==> config.mk <==
export PLATFORM = sky130hd
export DESIGN_NAME = logic_op_arbiter
export DESIGN_NICKNAME = d
export VERILOG_FILES = /design/src/rtl/logic_op_arb_pkg.sv /design/src/rtl/logic_op_arbiter_unit.sv /design/src/rtl/logic_op_arbiter.sv
export SDC_FILE = /design/constraint.sdc
export NUM_CORES = 1
export LEC_CHECK = 0
export ABC_AREA = 0
export BUFFER_PORTS_ARGS = -buffer_cell sky130_fd_sc_hd__buf_4
export CELL_PAD_IN_SITES_DETAIL_PLACEMENT = 1
export CELL_PAD_IN_SITES_GLOBAL_PLACEMENT = 1
export CORE_MARGIN = 10
export CORE_UTILIZATION = 33
export DETAILED_ROUTE_END_ITERATION = 10
export PLACE_DENSITY_LB_ADDON = 0.2
export SLEW_MARGIN = 5
export SYNTH_ARGS = -nofsm -noshare
export SYNTH_HDL_FRONTEND = slang
export SYNTH_SLANG_ARGS = --single-unit
export TNS_END_PERCENT = 20
==> constraint.sdc <==
create_clock -name clk -period 6 [get_ports clk]
set_input_delay 1.8 -clock clk [delete_from_list [all_inputs] [get_ports clk]]
set_output_delay 1.8 -clock clk [all_outputs]
set_load 0.01 [all_outputs]
==> src/rtl/logic_op_arb_pkg.sv <==
// Shared types and the bitwise operation used by the logic-op arbiter.
// Optional macro LOGIC_OP_ARB_ERR_EN: reserved opcode 7 yields zero instead of passing A through.
package logic_op_arb_pkg;

    typedef enum logic [2:0] {
        OP_AND  = 3'd0,
        OP_OR   = 3'd1,
        OP_NAND = 3'd2,
        OP_NOR  = 3'd3,
        OP_XOR  = 3'd4,
        OP_XNOR = 3'd5,
        OP_NOT  = 3'd6,
        OP_RSVD = 3'd7
    } op_e;

    typedef enum logic {
        IDLE = 1'b0,
        BUSY = 1'b1
    } state_e;

    // One bit slice; the operation is purely bitwise so any width is built from this.
    function automatic logic apply_op(input op_e op, input logic a, input logic b);
        case (op)
            OP_AND:  apply_op = a & b;
            OP_OR:   apply_op = a | b;
            OP_NAND: apply_op = ~(a & b);
            OP_NOR:  apply_op = ~(a | b);
            OP_XOR:  apply_op = a ^ b;
            OP_XNOR: apply_op = ~(a ^ b);
            OP_NOT:  apply_op = ~a;
`ifdef LOGIC_OP_ARB_ERR_EN
            default: apply_op = 1'b0;
`else
            default: apply_op = a;
`endif
        endcase
    endfunction

endpackage

==> src/rtl/logic_op_arbiter_unit.sv <==
// Combinational WIDTH-bit logic unit; err flags the reserved opcode when
// LOGIC_OP_ARB_ERR_EN is defined and is constant 0 otherwise.
module logic_op_unit
    import logic_op_arb_pkg::*;
#(
    parameter int WIDTH = 8
) (
    input  logic [2:0]       op,
    input  logic [WIDTH-1:0] a,
    input  logic [WIDTH-1:0] b,
    output logic [WIDTH-1:0] result,
    output logic             err
);

    always_comb begin
        result = '0;
        for (int i = 0; i < WIDTH; i++) begin
            result[i] = apply_op(op_e'(op), a[i], b[i]);
        end
    end

`ifdef LOGIC_OP_ARB_ERR_EN
    assign err = (op_e'(op) == OP_RSVD);
`else
    assign err = 1'b0;
`endif

endmodule

==> src/rtl/logic_op_arbiter.sv <==
// Round-robin arbiter sharing one registered logic unit among NUM_REQ requesters.
// Optional macro LOGIC_OP_ARB_ERR_EN enables the reserved-opcode error flag.
//
//   state | meaning
//   IDLE  | no response held; grant the next valid requester this cycle
//   BUSY  | response registered; wait for rsp_ready, no grants
module logic_op_arbiter
    import logic_op_arb_pkg::*;
#(
    parameter int NUM_REQ = 4,
    parameter int WIDTH   = 8
) (
    input  logic                         clk,
    input  logic                         rst_n,
    input  logic [NUM_REQ-1:0]           req_valid,
    output logic [NUM_REQ-1:0]           req_ready,
    input  logic [3*NUM_REQ-1:0]         req_op,
    input  logic [WIDTH*NUM_REQ-1:0]     req_a,
    input  logic [WIDTH*NUM_REQ-1:0]     req_b,
    output logic                         rsp_valid,
    input  logic                         rsp_ready,
    output logic [WIDTH-1:0]             rsp_data,
    output logic [$clog2(NUM_REQ)-1:0]   rsp_id,
    output logic [2:0]                   rsp_op,
    output logic                         rsp_err
);

    localparam int ID_W = $clog2(NUM_REQ);

    state_e            state, state_nxt;
    logic [ID_W-1:0]   rr_ptr;
    logic [ID_W-1:0]   win_id;
    logic              win_found;
    logic              grant;
    logic [2:0]        win_op;
    logic [WIDTH-1:0]  win_a, win_b;
    logic [WIDTH-1:0]  unit_result;
    logic              unit_err;

    // Search upward from rr_ptr, wrapping at NUM_REQ (not a power of two in general).
    always_comb begin
        int idx;
        idx       = 0;
        win_found = 1'b0;
        win_id    = '0;
        for (int i = 0; i < NUM_REQ; i++) begin
            idx = int'(rr_ptr) + i;
            if (idx >= NUM_REQ) idx = idx - NUM_REQ;
            if (!win_found && req_valid[idx]) begin
                win_found = 1'b1;
                win_id    = ID_W'(idx);
            end
        end
    end

    always_comb begin
        win_op = '0;
        win_a  = '0;
        win_b  = '0;
        for (int i = 0; i < NUM_REQ; i++) begin
            if (win_id == ID_W'(i)) begin
                win_op = req_op[3*i +: 3];
                win_a  = req_a[WIDTH*i +: WIDTH];
                win_b  = req_b[WIDTH*i +: WIDTH];
            end
        end
    end

    logic_op_unit #(.WIDTH(WIDTH)) u_unit (
        .op     (win_op),
        .a      (win_a),
        .b      (win_b),
        .result (unit_result),
        .err    (unit_err)
    );

    // Grants are gated by rst_n so nothing is accepted while reset is asserted.
    always_comb begin
        state_nxt = state;
        req_ready = '0;
        grant     = 1'b0;
        case (state)
            IDLE: begin
                if (rst_n && win_found) begin
                    grant             = 1'b1;
                    req_ready[win_id] = 1'b1;
                    state_nxt         = BUSY;
                end
            end
            BUSY: begin
                if (rsp_valid && rsp_ready) state_nxt = IDLE;
            end
            default: state_nxt = IDLE;
        endcase
    end

    always_ff @(posedge clk) begin
        if (!rst_n) begin
            state     <= IDLE;
            rr_ptr    <= '0;
            rsp_valid <= 1'b0;
            rsp_data  <= '0;
            rsp_id    <= '0;
            rsp_op    <= '0;
            rsp_err   <= 1'b0;
        end else begin
            state <= state_nxt;
            if (grant) begin
                rsp_valid <= 1'b1;
                rsp_data  <= unit_result;
                rsp_id    <= win_id;
                rsp_op    <= win_op;
                rsp_err   <= unit_err;
                rr_ptr    <= (win_id == ID_W'(NUM_REQ - 1)) ? '0 : win_id + ID_W'(1);
            end else if (rsp_valid && rsp_ready) begin
                rsp_valid <= 1'b0;
            end
        end
    end

endmodule

# Word-level counts from Yosys, hierarchy flattened
# Index checks and enable logic that the tools add are counted.
[word_totals]
reg_bits = 17
out_inout_bits = 19
word_cells = 157
[op_classes]
addsub = 8
order_cmp = 10
eq_ne = 9
n_mux = 55
n_bitwise = 57
n_reduce_logical = 12
[ops]
columns = ["operator", "n"]
rows = [
  ["< comparator 32 x 4 -> 1 bit, second input constant", 4],
  ["2-to-1 mux 32 bit", 4],
  ["2-to-1 mux 8 bit", 8],
  ["one-hot mux 1 bit (7 select lines)", 8],
  ["inverter 1 bit", 33],
  ["2-to-1 mux 1 bit", 18],
  ["2-to-1 mux 3 bit", 4],
  ["subtractor 3 x 3 -> 4 bit, second input constant", 3],
  ["2-to-1 mux 2 bit", 5],
  ["== test 3 bit, second input constant", 3],
  ["greater-or-equal comparator 3 bit, second input constant", 3],
  ["AND 1 bit", 8],
  ["binary-select mux 1 bit (select 2 bit)", 4],
  ["2-to-1 mux 4 bit", 2],
  ["bitwise OR 1 bit", 8],
  ["XOR 1 bit", 8],
  ["adder 2 x 2 -> 3 bit, second input constant", 2],
  ["== test 3 x 2 -> 1 bit, second input constant", 2],
  ["logical AND 1 bit", 6],
  ["== test 2 bit, second input constant", 2],
  ["subtractor 2 x 3 -> 4 bit, second input constant", 1],
  ["adder 2 x 1 -> 3 bit, second input constant", 1],
  ["== test 3 x 1 -> 1 bit, second input constant", 1],
  ["greater-or-equal comparator 2 x 3 -> 1 bit, second input constant", 1],
  ["other kinds (10)", 12],
]

# Logic depth before layout (Yosys ltp)
[logic_depth]
ltp_word = 23
mapped_depth = 22

# Modules after synthesis
# Synthesis repeated with hierarchy kept, for this count alone.
[unflattened]
cells_unflattened = 288
area_unflattened_um2 = 2133.3
[by_module_without_submodules]
columns = ["mod", "instances", "cells_each", "area_per_inst_um2", "seq_area_each_um2"]
rows = [
  ["logic_op_arbiter", 1, 186, 1386.3, 360.3],
  ["logic_op_unit", 1, 102, 747.0, 0.0],
]

# Worst setup path after synthesis
# OpenSTA, ideal clock, no wires.
[synth_timing]
path_kind = "input port to output port"
startpoint = "in req_valid[0]"
endpoint = "out req_ready[2]"
arrival_ns = 3.525
t_required_ns = 4.200
setup_slack_ns = 0.675
stages = 12
n_path_buf = 3
path_cell_list = "inv_1 nor2_1 a21oi_1 nor2_1 a221oi_1 and2_1 inv_1 ha_1 buf_6 clkbuf_1 buf_1 and2_1"
[synth_via]
elab_chain_len = 19
elab_cells_between_ends = 34
[synth_rtl]
columns = ["item", "line_no", "rtl"]
rows = [
  ["from (decl)", "logic_op_arbiter.sv:15", "input logic [NUM_REQ-1:0] req_valid,"],
  ["binary-select mux 1 bit (select 2 bit)", "logic_op_arbiter.sv:49", "if (!win_found && req_valid[idx]) begin"],
  ["2-to-1 mux 1 bit (not written as such) (2 in a row)", "logic_op_arbiter.sv:49", ""],
  ["2-to-1 mux 1 bit", "logic_op_arbiter.sv:49", ""],
  ["logical NOT 1 bit", "logic_op_arbiter.sv:49", ""],
  ["logical AND 1 bit", "logic_op_arbiter.sv:49", ""],
  ["2-to-1 mux 1 bit", "logic_op_arbiter.sv:49", ""],
  ["logical NOT 1 bit", "logic_op_arbiter.sv:49", ""],
  ["logical AND 1 bit", "logic_op_arbiter.sv:49", ""],
  ["[3 not listed]", "n/a", ""],
  ["2-to-1 mux 2 bit (*)", "logic_op_arbiter.sv:49", ""],
  ["named net win_id[0]", "logic_op_arbiter.sv:32", "logic [ID_W-1:0] win_id;"],
  ["< comparator 2 x 3 -> 1 bit (not written as such) / greater-or-equal comparator 2 x 1 -> 1 bit (equally long branches)", "logic_op_arbiter.sv:86", "req_ready[win_id] = 1'b1;"],
  ["logical AND 1 bit (not written as such)", "logic_op_arbiter.sv:86", ""],
  ["2-to-1 mux 1 bit (not written as such)", "logic_op_arbiter.sv:86", ""],
  ["demux 1 bit (select 2 bit) (*)", "logic_op_arbiter.sv:86", ""],
  ["2-to-1 mux 4 bit (*)", "logic_op_arbiter.sv:84", "if (rst_n && win_found) begin"],
  ["2-to-1 mux 4 bit (*)", "logic_op_arbiter.sv:82", "case (state)"],
  ["to (decl)", "logic_op_arbiter.sv:16", "output logic [NUM_REQ-1:0] req_ready,"],
]
# Mark *: on every way through the listed nets, which the timed path passes. The rest lies on a longest branch. The select of a mux whose other input is x is not followed.

# Final worst setup path
[layout_timing]
startpoint = "in req_valid[0]"
endpoint = "out req_ready[1]"
# The elaborated chain is that of the path after synthesis.

==> run_results.csv <==
group,metric,value,unit
floorplan,die-area,0.0102,sq mm
grt,grt_max_degree,30,
sta,slew_violations,0,
floorplan,die_x,101,um
clock_tree,clockBufferDepth,2,
worst_setup_path,required,4.20,ns
sta,skew,0.00938,ns
grt,grt_pass1_vias,2490,
sta,hold_violations,0,
synthesis,yosys_warnings,0,
power,total_power,986,uW
grt,grt_pass1_wl,12300,um
synthesis,syn_inst,292,
synthesis,synth_edf_count,0,
placed_design,place_inst,452,
synthesis,synth_top_area_frac,0.157,
synthesis,avgSynthCellArea,7.40,sq um
synthesis,syn_nets,395,
placed_design,gp_congestion,0.797,
clock_tree,cts_repair_resize_count,0,
routing,drtIter0Drc,54,
synthesis,synth_cell_type_count,54,
finish,fill_cells,824,
routing,top_layer_used,"met4",
worst_setup_path,cp.arrival,3.68,ns
synthesis,synth-async-reset-ratio,0,
routing,drcViolationCount,0,
clock_tree,clk_pin_slew,0.06,ns
grt,grt_overflow_total,0,
grt,grt.total_usage,0.146,
synthesis,synth_area_leader_cell,"dfxtp_1",
sta,tightest_slew,0.787,ns
synthesis,yosys_register_bits,17,
routing,wire_per_inst,16.8,um
worst_setup_path,path_max_fanout,16,
routing,vias,2291,
routing,dr_wl_met3,961,um
run_status,run_status,"completed",
clock_tree,cts_hold_buf,0,
clock_tree,cts.sinks,17,
sta,slew_headroom,0.475,
synthesis,synth_top_family_by_area,"compound AO/OA/AOI/OAI gates",
floorplan,coreArea,0.00635,sq mm
finish,n_antenna_cell,0,
synthesis,synth_area,0.00216,sq mm
sta,finalSetupViolations,0,
power,leakage,0.00149,uW
floorplan,fp.dieH,101,um
finish,nets,483,
placed_design,pre_cts_slack,0.532,ns
floorplan,start_util,0.340,
routing,postRouteWirelength,7660,um
grt,antenna_found_initial,0,
finish,layout-drive-gt1-share,0.317,
worst_hold_path,hold_path_class,"reg -> reg",
routing,dr.pass1.iters,6,
sta,rsz0062_at_grt,"false",
power,p_per_area,335,mW/mm^2
clock_tree,clockRootBuffer,"clkbuf_8",
synthesis,synth_xor_area_frac,0.0608,
routing,met2_length,3300,um
placed_design,io_buffers,100,
floorplan,io_pins,102,
routing,drtAntennaViolNets,0,
worst_setup_path,path_class,"in -> out",
synthesis,ys_seq_area_frac,0.157,
worst_setup_path,crit_path_start_kind,"input port",
synthesis,synth_adder_area_share,0.116,
run,cap_viol_max_count,0,
clock_tree,clock_latency,0.25,ns
worst_setup_path,cp-end-kind,"output pin",
synthesis,yosys-top-cells-count,"30 x nand2_1, 30 x nor2_1, 27 x inv_1",
clock_tree,cts_buffers,3,
sta,setup_total_negative_slack,0,ns
finish,final_cells,456,
placed_design,dp_hpwl,6530,um
clock_tree,cts-htree-levels,1,
floorplan,num_rows,29,
synthesis,muxShareOfSynthArea,0.0648,
clock_tree,tritoncts,"built",
clock_tree,cts_setup_buffers,0,
sta,min_period_over_period,0.913,
finish,area_growth,36.2,%
synthesis,synth_ff_type,"dfxtp_1",
synthesis,synth_compound_area_frac,0.285,
sta,fin_crit,5.48,ns
sta,finalWorstSetupSlack,0.520,ns
routing,via_per_inst,5.02,
synthesis,synth-simple-area-share,0.196,
power,max-vdd-ir-drop,0.000184,V
synthesis,synth_top_cells_by_area,"dfxtp_1 16%, ha_1 12%, mux2i_1 6.5%",
routing,met1_length,3350,um
sta,max_freq,182,MHz
==> layout make-up <==
type                       instances  area (sq um)  area share
multi-input combinational        225          1570       0.531
timing repair buffer             106           796       0.270
sequential                        17           340       0.116
inverter                          27           101      0.0344
tap                               77          96.3      0.0327
clock buffer                       3          41.3      0.0140
clock inverter                     1          5.00     0.00170
==> power breakdown <==
part / leakage, uW / switching [uW] / total [uW] / internal, uW
Combinational: 0.00133 / 396 / 740 / 344
Sequential: 0.000141 / 17.3 / 161 / 143
Clock: 0.0000255 / 39.9 / 85.9 / 46.1
==> per-stage QoR <==
| stage | util | hold slack, ns | cell area [sq um] |
|---|---|---|---|
| after floorplan | - | 0.473 | 2160 |
| after global placement | 0.457 | 0.444 | 2900 |
| after detailed placement | 0.457 | 0.448 | 2900 |
| after CTS | 0.464 | 0.458 | 2950 |
| after global routing | 0.464 | 0.488 | 2950 |
| final | 0.464 | 0.455 | 2950 |
==> sequential cells by signal (all words and copies together) (netlist names) <==
register	cells
rsp_id	2
rsp_valid	1
rsp_data	8
rr_ptr	2
state	1
rsp_op	3
==> routing by layer <==
metal,global-route usage,vias up
met2,0.233,79
li1,-,1189
met5,0,-
met4,0.0257,0
met1,0.172,1019
met3,0.0782,4
==> placed cells by master, fill, tap and decap left out, drive strengths merged, types with 4 or more instances in the layout <==
master,instances
o21ai,8
a221oi,4
a22oi,7
and2,5
o22ai,4
xnor2,13
mux2i,14
dfxtp,17
buf,106
a221o,4
ha,20
a21o,8
nand3b,4
nand3,15
o211ai,7
a21oi,22
nand2,30
nor2,31
inv,27
==> critical path, stage by stage <==
cell and delay, ns:
buf_4 0.11, inv_1 0.09, nor2_1 0.07, a21oi_1 0.13, nor2_1 0.05, a221oi_1 0.32
and2_1 0.25, ha_1 0.52, and2_1 0.22, buf_4 0.12
==> final timing paths <==
| check | cells after the start | startpoint | endpoint | slack [ns] |
|---|---|---|---|---|
| setup / recovery | 10 | req_valid[0] | req_ready[1] | 0.52 |
| hold / removal | 2 | rsp_data[3]$_SDFFE_PN0P_ | rsp_data[3]$_SDFFE_PN0P_ | 0.46 |
| setup reg to reg | 18 | rr_ptr[0]$_SDFFE_PN0P_ | rsp_data[1]$_SDFFE_PN0P_ | 2.22 |
| hold reg to reg | 2 | rsp_data[3]$_SDFFE_PN0P_ | rsp_data[3]$_SDFFE_PN0P_ | 0.46 |
==> cell families after synthesis <==
logic type / Yosys count
flip-flops: 17
buffers and inverters: 50
AO/OA/AOI/OAI: 83
XOR/XNOR: 15
AND/OR/NAND/NOR: 92
adder cells (fa/ha/maj): 20
other: 1
multiplexers: 14
Power figures use the tool's default switching activity.
